### src/rtl/uart_pkg.sv
// Shared definitions for the UART transmit scheduler: FSM states, line levels
// and the bit-period divisor helper.
package uart_pkg;

    typedef enum logic [1:0] {
        IDLE  = 2'd0,
        START = 2'd1,
        DATA  = 2'd2,
        STOP  = 2'd3
    } tx_state_e;

    // 8N1 line levels
    localparam logic LINE_IDLE = 1'b1;
    localparam logic START_BIT = 1'b0;
    localparam logic STOP_BIT  = 1'b1;

    function automatic int calc_divisor(input int clk_hz, input int baud);
        return clk_hz / baud;
    endfunction

endpackage

### src/rtl/rr_arbiter.sv
// Combinational round-robin arbiter: first set request at or above the
// pointer, wrapping, reported as one-hot plus index.
module rr_arbiter #(
    parameter  int N  = 4,
    localparam int IW = $clog2(N)
) (
    input  logic [N-1:0]  i_req,
    input  logic [IW-1:0] i_ptr,
    output logic [N-1:0]  o_grant,
    output logic [IW-1:0] o_idx,
    output logic          o_valid
);

    int            w_cand;
    logic [IW-1:0] w_cidx;

    always_comb begin
        o_grant = '0;
        o_idx   = '0;
        o_valid = 1'b0;
        w_cand  = 0;
        w_cidx  = '0;
        for (int k = 0; k < N; k++) begin
            w_cand = int'(i_ptr) + k;
            if (w_cand >= N) begin
                w_cand = w_cand - N;
            end
            w_cidx = IW'(w_cand);
            if (!o_valid && i_req[w_cidx]) begin
                o_valid         = 1'b1;
                o_idx           = w_cidx;
                o_grant[w_cidx] = 1'b1;
            end
        end
    end

endmodule

### src/rtl/uart_tx_sched.sv
// Shares one 8N1 UART transmit line between N_REQ clients using round-robin
// arbitration; owns all TX bit timing. dbg_state mirrors the FSM state.
module uart_tx_sched #(
    parameter int CLK    = 50_000_000,
    parameter int BAUD   = 9600,
    parameter int N_REQ  = 4,
    parameter int DATA_W = 8
) (
    input  logic                     clk,
    input  logic                     rst_n,
    input  logic [N_REQ-1:0]         req,
    input  logic [N_REQ*DATA_W-1:0]  data_in,
    output logic [N_REQ-1:0]         grant,
    output logic                     busy,
    output logic                     tx,
    output logic                     done,
    output logic [$clog2(N_REQ)-1:0] done_id,
    output logic [1:0]               dbg_state
);
    import uart_pkg::*;

    localparam int DIVISOR = calc_divisor(CLK, BAUD);
    localparam int CNT_W   = $clog2(DIVISOR);
    localparam int ID_W    = $clog2(N_REQ);
    localparam int BIDX_W  = $clog2(DATA_W);
    localparam logic [CNT_W-1:0]  CNT_RELOAD = CNT_W'(DIVISOR - 1);
    localparam logic [BIDX_W-1:0] LAST_BIT   = BIDX_W'(DATA_W - 1);
    localparam logic [ID_W-1:0]   LAST_ID    = ID_W'(N_REQ - 1);

    if (DIVISOR < 16) begin : g_div_check
        $error("uart_tx_sched: CLK/BAUD must be at least 16");
    end
    if (N_REQ < 2 || N_REQ > 8) begin : g_nreq_check
        $error("uart_tx_sched: N_REQ must be in 2..8");
    end
    if (DATA_W < 2) begin : g_dw_check
        $error("uart_tx_sched: DATA_W must be at least 2");
    end

    tx_state_e          r_state;
    logic [ID_W-1:0]    r_rr;
    logic [CNT_W-1:0]   r_bit_cnt;
    logic [BIDX_W-1:0]  r_bit_idx;
    logic [DATA_W-1:0]  r_shift;
    logic [ID_W-1:0]    r_owner;
    logic [N_REQ-1:0]   r_grant;
    logic               r_busy;
    logic               r_tx;
    logic               r_done;
    logic [ID_W-1:0]    r_done_id;

    logic [N_REQ-1:0]   w_win_grant;
    logic [ID_W-1:0]    w_win_idx;
    logic               w_win_valid;
    logic [DATA_W-1:0]  w_win_byte;

    rr_arbiter #(.N(N_REQ)) u_arb (
        .i_req   (req),
        .i_ptr   (r_rr),
        .o_grant (w_win_grant),
        .o_idx   (w_win_idx),
        .o_valid (w_win_valid)
    );

    assign w_win_byte = data_in[w_win_idx*DATA_W +: DATA_W];

    always_ff @(posedge clk) begin
        if (!rst_n) begin
            r_state   <= IDLE;
            r_rr      <= '0;
            r_bit_cnt <= '0;
            r_bit_idx <= '0;
            r_shift   <= '0;
            r_owner   <= '0;
            r_grant   <= '0;
            r_busy    <= 1'b0;
            r_tx      <= LINE_IDLE;
            r_done    <= 1'b0;
            r_done_id <= '0;
        end else begin
            r_grant <= '0;
            r_done  <= 1'b0;
            case (r_state)
                IDLE: begin
                    if (w_win_valid) begin
                        r_grant   <= w_win_grant;
                        r_shift   <= w_win_byte;
                        r_owner   <= w_win_idx;
                        r_rr      <= (w_win_idx == LAST_ID) ? '0 : w_win_idx + 1'b1;
                        r_tx      <= START_BIT;
                        r_busy    <= 1'b1;
                        r_bit_cnt <= CNT_RELOAD;
                        r_state   <= START;
                    end
                end
                START: begin
                    if (r_bit_cnt == '0) begin
                        r_tx      <= r_shift[0];
                        r_bit_idx <= '0;
                        r_bit_cnt <= CNT_RELOAD;
                        r_state   <= DATA;
                    end else begin
                        r_bit_cnt <= r_bit_cnt - 1'b1;
                    end
                end
                DATA: begin
                    if (r_bit_cnt == '0) begin
                        r_bit_cnt <= CNT_RELOAD;
                        if (r_bit_idx == LAST_BIT) begin
                            r_tx    <= STOP_BIT;
                            r_state <= STOP;
                        end else begin
                            // shift[1] is the bit that lands in shift[0] after this shift
                            r_shift   <= r_shift >> 1;
                            r_tx      <= r_shift[1];
                            r_bit_idx <= r_bit_idx + 1'b1;
                        end
                    end else begin
                        r_bit_cnt <= r_bit_cnt - 1'b1;
                    end
                end
                STOP: begin
                    if (r_bit_cnt == '0) begin
                        r_done    <= 1'b1;
                        r_done_id <= r_owner;
                        r_busy    <= 1'b0;
                        r_state   <= IDLE;
                    end else begin
                        r_bit_cnt <= r_bit_cnt - 1'b1;
                    end
                end
                default: r_state <= IDLE;
            endcase
        end
    end

    assign grant     = r_grant;
    assign busy      = r_busy;
    assign tx        = r_tx;
    assign done      = r_done;
    assign done_id   = r_done_id;
    assign dbg_state = r_state;

endmodule

### config.mk
export PLATFORM = sky130hd
export DESIGN_NAME = uart_tx_sched
export DESIGN_NICKNAME = d
export VERILOG_FILES = /design/src/rtl/uart_pkg.sv /design/src/rtl/rr_arbiter.sv /design/src/rtl/uart_tx_sched.sv
export SDC_FILE = /design/constraint.sdc
export NUM_CORES = 1
export LEC_CHECK = 0
export ABC_AREA = 1
export ABC_CLOCK_PERIOD_IN_PS = 3700
export CORE_MARGIN = 1.5
export CORE_UTILIZATION = 50
export DETAILED_ROUTE_END_ITERATION = 10
export DONT_BUFFER_PORTS = 1
export GPL_TIMING_DRIVEN = 0
export PLACE_DENSITY = 0.71
export SYNTH_ARGS = -nofsm -noshare
export SYNTH_HDL_FRONTEND = slang
export SYNTH_HIERARCHICAL = 1
export SYNTH_SLANG_ARGS = --single-unit
export TNS_END_PERCENT = 30
### constraint.sdc
create_clock -name clk -period 3.7 [get_ports clk]
set_input_delay 0.185 -clock clk [delete_from_list [all_inputs] [get_ports clk]]
set_output_delay 0.185 -clock clk [all_outputs]
set_load 0.02 [all_outputs]
== Yosys cells after proc, flatten, opt, wreduce, memory -nomap -nowiden ==
Cells that the tools add are included.

* Shift-type cells: 1
* Reduce and logical (&&, ||, !) cells: 27
* Magnitude comparators: 12
* Add/sub/neg operators: 10
* Bitwise operators: 3
* Eq/ne operators: 12
* Multiplexer cells: 60

{| class="wikitable"
|+ Operators with widths
! cell !! count
|-
| 13-bit 2-to-1 mux || 3
|-
| 13-bit case mux with 3 select lines || 1
|-
| 32-bit by 6-bit indexed part select with 8-bit output || 1
|-
| 2-bit 2-to-1 mux || 14
|-
| 8-bit 2-to-1 mux || 3
|-
| 1-bit 2-to-1 mux || 19
|-
| 4-bit 2-to-1 mux || 4
|-
| 8-bit case mux with 2 select lines || 1
|-
| 13-bit zero test || 1
|-
| 13-bit by 1-bit subtractor with 13-bit output, second input constant || 1
|-
| 2-bit by 3-bit < comparator with 1-bit output, second input constant || 4
|-
| 2-bit != test, second input constant || 6
|-
| 4-bit OR || 3
|-
| 4-bit AND reduction || 3
|-
| 3-bit >= comparator, second input constant || 3
|-
| 3-bit 2-to-1 mux || 3
|-
| 1-bit binary-select mux with 2-bit select || 4
|-
| 1-bit demux with 2-bit select || 4
|-
| 2-bit by 1-bit >= comparator with 1-bit output, second input constant || 4
|-
| 2-bit case mux with 4 select lines || 1
|-
| 2-bit AND reduction || 4
|-
| 2-bit by 1-bit subtractor with 2-bit output, second input constant || 4
|-
| 1-bit logical AND || 7
|-
| 2-bit by 2-bit adder with 3-bit output, second input constant || 2
|-
| other kinds (18) || 25
|}

* Bits in registers: 39
* Word-level logic and storage cells: 136

== Logic depth before layout (Yosys ltp) ==
Gate-level depths: netlist of the first run.

* Depth in word-level cells: 17
* Gate-level depth with buffers: 18
* Gate-level depth less buffers: 15

== Modules after synthesis ==
The synthesis of the first run kept the hierarchy.

{| class="wikitable"
|+ By module, submodules not included
! module !! times used !! cells each !! seq. area each (sq um) !! area an instance (sq um)
|-
| uart_tx_sched || 1 || 360 || 780.7 || 2290.9
|-
| rr_arbiter || 1 || 74 || 0.0 || 440.4
|}

== Worst setup path before layout of the first run ==
No wires, ideal clock.

* Path type: register to register
* From: register r_rr[0]
* To: register r_shift[6]
* Arrival: 2456 ps
* Clock period less this slack: 2569 ps
* Library setup time: 113 ps
* Cell stages (with the launch flop): 18
* Required time: 3587 ps
* Path slack: 1131 ps
* Cells stage by stage: dfxtp_1 > inv_2 > ha_1 > inv_1 > nand3_1 > nand2_1 > nor2_1 > a21oi_1 > nand3_1 > buf_2 > inv_1 > buf_2 > o21ai_0 > o22ai_1 > nand2_1 > nand2_1 > nor2_1 > nor2_1

* Cells in the longest elaborated chain, start to end: 17

{| class="wikitable"
|+ RTL lines
! what !! line !! source
|-
| start, declared || uart_tx_sched.sv:41 || <nowiki>logic [ID_W-1:0] r_rr;</nowiki>
|-
| start signal, assigned || uart_tx_sched.sv:89 || <nowiki>r_rr <= (w_win_idx == LAST_ID) ? '0 : w_win_idx + 1'b1;</nowiki>
|-
| parallel branches: the longest is 13 deep, another holds 2-bit by 1-bit adder with 3-bit output || -- ||
|-
| 2-bit 2-to-1 mux (*) || rr_arbiter.sv:29 || <nowiki>if (!o_valid && i_req[w_cidx]) begin</nowiki>
|-
| named net w_win_idx[0] || uart_tx_sched.sv:53 || <nowiki>logic [ID_W-1:0] w_win_idx;</nowiki>
|-
| 32-bit by 6-bit indexed part select with 8-bit output (*) || uart_tx_sched.sv:65 || <nowiki>assign w_win_byte = data_in[w_win_idx*DATA_W +: DATA_W];</nowiki>
|-
| 8-bit 2-to-1 mux (*) || uart_tx_sched.sv:85 || <nowiki>if (w_win_valid) begin</nowiki>
|-
| 8-bit case mux with 2 select lines (*) || uart_tx_sched.sv:83 || <nowiki>case (r_state)</nowiki>
|-
| end signal, assigned || uart_tx_sched.sv:87 || <nowiki>r_shift <= w_win_byte;</nowiki>
|-
| end signal, assigned || uart_tx_sched.sv:114 || <nowiki>r_shift <= r_shift >> 1;</nowiki>
|-
| end, declared || uart_tx_sched.sv:44 || <nowiki>logic [DATA_W-1:0] r_shift;</nowiki>
|}

Mark *: on every way through the listed nets, which the timed path passes. The select of a mux whose other input is x is not followed.
A chain may end at the register's enable or synchronous reset.

== Worst setup path after layout of the first run ==
* From: register r_rr[0]
* To: register r_shift[0]

Same word-level chain as after synthesis.

==> flow_summary.toml, run 1 <==
[timing]
finalSetupViolations = 0
period_needed_ns = 3.204
rsz0062_at_grt = "no"
drv_slew = 0
hold_violations = 0
worstMarginPinSlew_ns = 0.4741
tns_ns = 0
finalCritPeriodShare_pct = 86.59
fmax_mhz = 312.1
finalClockSkew_ns = 0.01174
relSlewSlack_pct = 68.39

[worst_setup_path]
r2r_cells = 16
path_cells = "inv_2 -> ha_1 -> inv_1 -> nand3_1 -> nand2_1 -> nor2_1 -> a21oi_1 -> nand3_1 -> buf_2 -> clkbuf_1 -> nand2_1 -> nand3_1 -> nand3_1 -> nand2_1 -> nand3_1 -> a21oi_1"
cp_top_family = "simple AND/OR/NAND/NOR gates"
critPathBufInv = 4
r2r_slack_ns = 0.50
endpoint_kind = "flop"
critical-path-slowest-cell = "dfxtp_1"
timing.rr.end = "r_shift[0]"
crit_required_ns = 3.94
critPathArrivalTime_ns = 3.44
cp-start-kind = "flop"
r2r-start = "r_rr[0]"
worst-path-max-fanout = 10
path_common_cell = "nand3_1"
worstSetupPathType = "flop to flop"
cpPeakStageDelay_ns = 0.55

[clock_network]
htreeDepth = 2
cts_resized = 0
cts_buffers = 5
hold_buffers = 0
postCtsSetupRepairBufs = 0
root_buffer = "clkbuf_8"
clockBufferDepth = 2
clk_pin_slew_worst_paths_ns = 0.08
tritoncts = "yes"
clock_sinks = 39
clk_latency_ns = 0.30

[synth]
synth_top_family_by_area = "simple AND/OR/NAND/NOR gates"
synthSimpleGateAreaFrac_pct = 38.98
postSynth.asyncResetShare_pct = 0
synthAdderAreaFrac_pct = 6.413
seq_area_frac_synth_pct = 28.58
syn_nets = 486
yosys_warnings = 6
synth_edf_count = 0
dominantRegCellSynth = "dfxtp_1"
yosys.area.top_type_share_pct = 28.58
syn-mean-instance-area_um2 = 6.293
synth_top_area_cell = "dfxtp_1"
syn_area_mm2 = 0.002731
ys_ff_latch = 39
synth-compound-area-share_pct = 14.89
synthMuxAreaShare_pct = 0
synth_xor_area_share_pct = 1.283
synth_cell_types = 30
syn_inst = 434
yosys-top-cells-area = "dfxtp_1 29%, nand2_1 13%, nor2_1 11%"

[route]
firstDrtPassIters = 4
routed_via_density = 5.359
drc = 0
wl_um = 6535
dr.first_iter.drc_count = 169
vias = 2744
wl_per_cell_um = 12.76
ant_nets = 0

[hold_path]
holdCritStartpoint = "data_in[23]"
hold_class = "primary input to flop"
min_path_cells = 4
hold_end = "r_shift[7]"

[placement]
portBuffers = 0
hpwl_um = 4954
place.gp.congestion = 0.8635
dpl-instance-area_mm2 = 0.002819

[power]
internal-power_mw = 1.358
switchingPower_mw = 1.518
swShare_pct = 52.77
comb_power_share_pct = 64.4
ir_drop_mv = 0.5290
p_clk_share_pct = 11.3
p_leak_nw = 1.407
power_density_mw_per_mm2 = 985.4
seqPwrFrac_pct = 24.3

[global_route]
grt_max_degree = 12
grt_usage_pct = 23.70
antenna_found_initial = 0
grt-ovfl-total = 0
grt_pass1_vias = 2615
grt_pass1_wl_um = 11520

[floorplan]
io-pin-count = 49
die_w_um = 76.91
dieHeight_um = 76.91
start_util_pct = 52.81
core-area_mm2 = 0.005172
num_rows = 26
fp.dieArea_mm2 = 0.005915

[run]
max_cap_viol_count = 0

[final_layout]
nets = 493
areaGrowthSynthToFinish_pct = 6.871
drive_above_1_share_pct = 8.597
diodes = 0
fillers = 518
fin_area_mm2 = 0.002919

[status]
status = "finished clean"
-- state kept, by name, summed over array words and instances, names as in the netlist --
name,flops
r_bit_cnt,13
r_shift,8
grant,4
r_bit_idx,3
dbg_state,2
done_id,2
r_owner,2
r_rr,2
busy,1
done,1
tx,1
-- metal layers --
metal | wire, um | track usage, % | up-vias
met3 | 301 | 5.000 | 8
met4 | 82 | 7.963 | 0
met5 | 0 | 0 | -
met2 | 2988 | 37.96 | 65
met1 | 3164 | 31.49 | 1262
li1 | - | - | 1409
-- stage by stage --
| step | cells | setup slack (ns) | utilization (%) | hold WS (ns) | power [mW] |
|---|---|---|---|---|---|
| 5_1_grt | 512 | 0.08191 | 56.43 | 0.2095 | 3.203 |
| 3_3_place_gp | 504 | 0.5232 | 54.50 | 0.4462 | 2.491 |
| 2_1_floorplan | 434 | 1.131 | - | 0.4393 | 2.145 |
| 6_report | 512 | 0.4962 | 56.43 | 0.1625 | 2.876 |
| 4_1_cts | 512 | 0.4637 | 56.43 | 0.1667 | 2.878 |
| 3_5_place_dp | 504 | 0.4812 | 54.50 | 0.4644 | 2.550 |
-- worst min-delay path: stages --
cell and delay [ns]:
nand2_1 0.04, nand3_1 0.07, nand4_1 0.07, a21oi_1 0.06
-- how the worst max path moves through the flow --
stage          slack (ns)         end     from  cells past startpoint
2_1_floorplan        1.13  r_shift[6]  r_rr[0]                     17
3_3_place_gp         0.52  r_shift[3]  r_rr[0]                     16
3_5_place_dp         0.48  r_shift[3]  r_rr[0]                     16
4_1_cts              0.46  r_shift[3]  r_rr[0]                     16
5_1_grt              0.08  r_shift[3]  r_rr[0]                     16
6_report             0.50  r_shift[0]  r_rr[0]                     16
-- power groups by stage --
stage | clock, mW | sequential (mW) | combinational (mW)
2_1_floorplan | 0 | 0.680 | 1.47
3_3_place_gp | 0 | 0.706 | 1.79
3_5_place_dp | 0 | 0.708 | 1.84
4_1_cts | 0.329 | 0.699 | 1.85
5_1_grt | 0.349 | 0.718 | 2.14
6_report | 0.326 | 0.698 | 1.85
-- cells by family after synthesis --
group / count (synthesis)
simple gates: 241
buf+inv: 62
compound gates: 74
flops: 39
xor+xnor: 4
fa+ha+maj: 14
-- cell usage in the layout, fill, tap and decap left out, types with 3 or more instances in the layout --
cell / count
nand2_1: 94
clkbuf_8: 8
inv_1: 50
xor2_1: 3
dfxtp_1: 39
a21oi_1: 22
nor2_1: 78
nor2_2: 3
nand3_1: 36
clkbuf_1: 4
a21boi_0: 4
o21ai_0: 39
ha_1: 14
o22ai_1: 6
buf_2: 3
nand2_2: 10
nand4_1: 10
-- final cells by class --
| type | instances | area, um2 | area share, % |
|---|---|---|---|
| plain buffers | 11 | 77.57 | 2.658 |
| clock buffers | 8 | 100.1 | 3.429 |
| inverters | 51 | 191.4 | 6.558 |
| multi-input cells | 333 | 1682 | 57.61 |
| flip-flops and latches | 39 | 780.7 | 26.75 |
| well taps | 70 | 87.58 | 3.000 |
-- synthesized netlist by cell type (all sizes together), types with 2 or more instances --
cell type / count
a21boi: 4
a21oi: 23
buf: 7
clkbuf: 4
dfxtp: 39
ha: 14
inv: 51
nand2: 106
nand3: 38
nand4: 10
nor2: 83
nor3: 2
o21ai: 39
o22ai: 6
or2: 2
xor2: 3
Power figures use the tool's default switching activity.
==> run 2, diff against run 1 <==
--- a/config.mk
+++ b/config.mk
@@ -8,11 +8,12 @@
 export ABC_AREA = 1
 export ABC_CLOCK_PERIOD_IN_PS = 3700
 export CORE_MARGIN = 1.5
-export CORE_UTILIZATION = 50
+export CORE_UTILIZATION = 48
 export DETAILED_ROUTE_END_ITERATION = 10
 export DONT_BUFFER_PORTS = 1
 export GPL_TIMING_DRIVEN = 0
-export PLACE_DENSITY = 0.71
+export PLACE_DENSITY = 0.69
+export SETUP_SLACK_MARGIN = 0.4
 export SYNTH_ARGS = -nofsm -noshare
 export SYNTH_HDL_FRONTEND = slang
 export SYNTH_HIERARCHICAL = 1
==> flow_summary.toml, run 2 (synthesis results as in run 1) <==
[power]
ir_drop_mv = 0.6479
p_total_mw = 2.854
power_density_mw_per_mm2 = 974.9
p_leak_nw = 1.410

[final_layout]
drive_above_1_share_pct = 9.502
nets = 493
areaGrowthSynthToFinish_pct = 7.192
diodes = 0
mostFrequentLayoutCells = "94 x nand2_1, 77 x nor2_1, 50 x inv_1, 39 x o21ai_0, 37 x dfxtp_1"
final_common_cell = "nand2_1"
top_register = "r_bit_cnt"
largest_reg_flops = 13

[timing]
holdWs_ns = 0.1795
relSlewSlack_pct = 70.74
hold_violations = 0
rsz0062_at_grt = "no"
finalSetupViolations = 0
finalClockSkew_ns = 0.007009
period_needed_ns = 2.955
tns_ns = 0
drv_slew = 0
worstMarginPinSlew_ns = 0.4389
finalCritPeriodShare_pct = 79.88
fmax_mhz = 338.4

[route]
dr.first_iter.drc_count = 129
drc = 0
wl_per_cell_um = 12.47
wl_um = 6408
vias = 2662
routed_via_density = 5.179
firstDrtPassIters = 4
ant_nets = 0

[clock_network]
root_buffer = "clkbuf_8"
clockBufferDepth = 2
clock_sinks = 39
tritoncts = "yes"
clk_pin_slew_worst_paths_ns = 0.07
htreeDepth = 2
postCtsSetupRepairBufs = 0
clk_latency_ns = 0.29
cts_buffers = 5

[worst_setup_path]
worstSetupPathType = "flop to flop"
worst-path-max-fanout = 10
r2r_cells = 17
crit_start = "r_rr[0]"
endpoint_kind = "flop"
crit_required_ns = 3.89
timing.rr.end = "r_shift[6]"
critPathArrivalTime_ns = 3.14
r2r_slack_ns = 0.74
r2r-start = "r_rr[0]"
cp-start-kind = "flop"

[floorplan]
fp.dieArea_mm2 = 0.006152
num_rows = 27
die_w_um = 78.44
start_util_pct = 49.60
io-pin-count = 49
dieHeight_um = 78.44
core-area_mm2 = 0.005507

[global_route]
grt_max_degree = 12
antenna_found_initial = 0
grt_usage_pct = 22.67
grt_pass1_vias = 2453
grt_pass1_wl_um = 11200
grt-ovfl-total = 0

[hold_path]
hold_end = "r_shift[7]"
holdCritStartpoint = "data_in[23]"
min_path_cells = 4
hold_class = "primary input to flop"

[placement]
place.gp.congestion = 0.8783
portBuffers = 0
hpwl_um = 4875

[run]
max_cap_viol_count = 0

[status]
status = "finished clean"
## run 2: through the flow
stage / setup WS (ns) / cell area, um2 / instances / util (%)
final: 0.7446 / 2928 / 514 / 53.17
after global placement: 0.5601 / 2821 / 506 / 51.24
after detailed placement: 0.4946 / 2821 / 506 / 51.24
after CTS: 0.4640 / 2922 / 514 / 53.06
after global routing: 0.4720 / 2928 / 514 / 53.17
after floorplan: 1.131 / 2731 / 434 / -
## run 2: where the power goes
group	leakage [nW]	switching (mW)	internal, mW	total [mW]
clock network	0.0515	0.148	0.170	0.318
registers	0.322	0.145	0.554	0.699
logic	1.04	1.20	0.636	1.84
total	1.41	1.49	1.36	2.85
## run 2: layout make-up
cell class / count / area (um2)
inverters: 51 / 191.4
well taps: 72 / 90.09
clock buffers: 8 / 100.1
flip-flops and latches: 39 / 783.3
multi-input cells: 333 / 1684
plain buffers: 11 / 78.83
fillers: 568 / 2579
## run 2: timing repair
action                     4_1_cts  5_1_grt
gates resized for setup          0        5
hold endpoints to repair         0        0
hold buffers                     0        0
setup endpoints to repair        0        8
## run 2: metal layers
layer	part of all wire, %	vias to the layer above	track usage (%)
li1	-	1411	-
met1	49	1186	30.68
met2	46	58	36.17
met3	4.4	7	5.000
met4	1.0	0	6.429
met5	0	-	0
## run 2: critical path: stages, from the launching register on
cell and delay [ns]:
dfxtp_2 0.44, inv_2 0.14, ha_1 0.39, inv_1 0.11, nand3_1 0.10, nand2_1 0.06, nor2_2 0.25, a21oi_1 0.11
nand3_1 0.13, buf_2 0.21, inv_1 0.15, buf_2 0.22, o21ai_0 0.17, o22ai_1 0.10, nand2_1 0.06, nand2_1 0.05
nor2_1 0.10, nor2_1 0.05
## run 2: how the worst max path moves through the flow
stage                             to  slack, ns  depth (start not counted)
final                     r_shift[6]       0.74                         17
after detailed placement  r_shift[0]       0.49                         16
after floorplan           r_shift[6]       1.13                         17
after global placement    r_shift[0]       0.56                         16
after CTS                 r_shift[0]       0.46                         16
after global routing      r_shift[4]       0.47                         17
==> run 3, diff against run 2 <==
--- a/config.mk
+++ b/config.mk
@@ -6,7 +6,7 @@
 export NUM_CORES = 1
 export LEC_CHECK = 0
 export ABC_AREA = 1
-export ABC_CLOCK_PERIOD_IN_PS = 3700
+export ABC_CLOCK_PERIOD_IN_PS = 2820
 export CORE_MARGIN = 1.5
 export CORE_UTILIZATION = 48
 export DETAILED_ROUTE_END_ITERATION = 10
==> constraint.sdc (replaced) <==
create_clock -name clk -period 2.82 [get_ports clk]
set_input_delay 0.141 -clock clk [delete_from_list [all_inputs] [get_ports clk]]
set_output_delay 0.141 -clock clk [all_outputs]
set_load 0.02 [all_outputs]
==> flow_summary.toml, run 3 (synthesis results as in run 1) <==
[worst_setup_path]
worst-path-max-fanout = 10
path_cells = "inv_2 -> ha_4 -> inv_2 -> nand2_1 -> nand2_2 -> nor2_4 -> buf_6 -> nand4_1 -> nand3_2 -> buf_6 -> clkinvlp_4 -> buf_6 -> o21ai_1 -> o22ai_1 -> nand2_1 -> nand2_1 -> nor2_1 -> nor2_1"
cp_top_family = "simple AND/OR/NAND/NOR gates"
critPathBufInv = 6
critPathArrivalTime_ns = 2.53
crit_required_ns = 3.01
endpoint_kind = "flop"
critical-path-slowest-cell = "dfxtp_4"
cp-start-kind = "flop"
cpPeakStageDelay_ns = 0.36
worstSetupPathType = "flop to flop"

[clock_network]
clockBufferDepth = 2
htreeDepth = 2
cts_buffers = 5
root_buffer = "clkbuf_8"
clk_latency_ns = 0.29
clk_pin_slew_worst_paths_ns = 0.08
hold_buffers = 0
tritoncts = "yes"
clock_sinks = 39

[floorplan]
die_w_um = 78.44
fp.dieArea_mm2 = 0.006152
start_util_pct = 49.60
dieHeight_um = 78.44
num_rows = 27
core-area_mm2 = 0.005507
io-pin-count = 49

[final_layout]
fin_cells = 525
final_util_pct = 55.85
drive_above_1_share_pct = 13.91
top_register = "r_bit_cnt"
final_common_cell = "nand2_1"
largest_reg_flops = 13
fin_area_mm2 = 0.003075
mostFrequentLayoutCells = "94 x nand2_1, 76 x nor2_1, 45 x inv_1, 37 x dfxtp_1, 34 x nand3_1"
nets = 504
multi_input_area_mm2 = 0.001732
areaGrowthSynthToFinish_pct = 12.60
fillers = 576
regArea_um2 = 788.3
diodes = 0

[timing]
period_needed_ns = 2.339
finalSetupViolations = 0
relSlewSlack_pct = 67.48
hold_violations = 0
fmax_mhz = 427.5
worstMarginPinSlew_ns = 0.4878
rsz0062_at_grt = "yes"
tns_ns = 0
holdWs_ns = 0.1443
drv_slew = 0
finalCritPeriodShare_pct = 82.95
finalClockSkew_ns = 0.008455
setup_slack_ns = 0.4808

[route]
dr.first_iter.drc_count = 173
wl_um = 6593
wl_per_cell_um = 12.56
routed_via_density = 5.301
drc = 0
firstDrtPassIters = 5
ant_nets = 0
vias = 2783

[power]
p_total_mw = 4.075
power_density_mw_per_mm2 = 1325
p_leak_nw = 1.477
internal-power_mw = 1.984
seqPwrFrac_pct = 22.3
swShare_pct = 51.30
switchingPower_mw = 2.090
ir_drop_mv = 0.9920
comb_power_share_pct = 68.7
p_clk_share_pct = 9.0

[global_route]
antenna_found_initial = 0
grt_usage_pct = 22.57
grt_pass1_vias = 2488
grt_pass1_wl_um = 11210
grt-ovfl-total = 0
grt_max_degree = 12

[placement]
place.gp.congestion = 0.8927
place_ws_ns = -0.1366
placedCellCount = 506
portBuffers = 0
hpwl_um = 4813
dpl-instance-area_mm2 = 0.002826

[hold_path]
hold_class = "primary input to flop"

[run]
max_cap_viol_count = 0

[status]
status = "finished clean"
-- run 3: cell types whose count changed in the layout (fill, tap and decap cells not counted), sizes merged --
cell	change
buf	+11
inv	-1
clkinv	+1
clkinvlp	+1
clkbuf	-1
-- run 3: path summary, 6_finish.rpt --
kind	slack, ns	endpoint	startpoint	depth (start not counted)
setup reg to reg	0.48	r_shift[6]	r_rr[1]	18
hold / removal	0.14	r_shift[7]	data_in[7]	4
setup / recovery	0.48	r_shift[6]	r_rr[1]	18
hold reg to reg	0.46	r_shift[7]	r_shift[7]	2
-- run 3: final cells by class --
class                   instances  share of cell area, %
inverters                      51                  6.591
well taps                      72                  2.929
repair buffers                 11                  2.929
plain buffers                  11                  2.970
clock buffers                   7                  2.482
clock inverters                 1                 0.1627
flip-flops and latches         39                  25.63
multi-input cells             333                  56.31
-- run 3: worst register-to-register path, delay by kind of cell (launching register included) --
family	cells	cell delay, ns
AOI/OAI and AO/OA	2	0.22
DFF	1	0.36
and+or+nand+nor	9	0.74
buffers and inverters	6	0.63
adders and majority gates	1	0.29
-- run 3: timing repair --
action / 4_1_cts / 5_1_grt
resized for setup: 15 / 20
setup buffers: 6 / 5
setup endpoints to repair: 27 / 22
pin swaps: 1 / 7
-- run 3: routing by layer --
metal	share of wire, %	vias up	global-route usage (%)
met5	0	-	0
met2	46	73	37.39
met3	5.8	9	5.000
li1	-	1438	-
met4	1.4	0	6.071
met1	47	1263	29.57
-- run 3: power by group through the flow --
stage	Clock [mW]	Sequential, mW	Combinational [mW]
2_1_floorplan	0	0.894	1.93
3_5_place_dp	0	0.931	2.38
5_1_grt	0.398	0.926	3.20
6_report	0.367	0.907	2.80
3_3_place_gp	0	0.927	2.34
4_1_cts	0.374	0.901	2.60
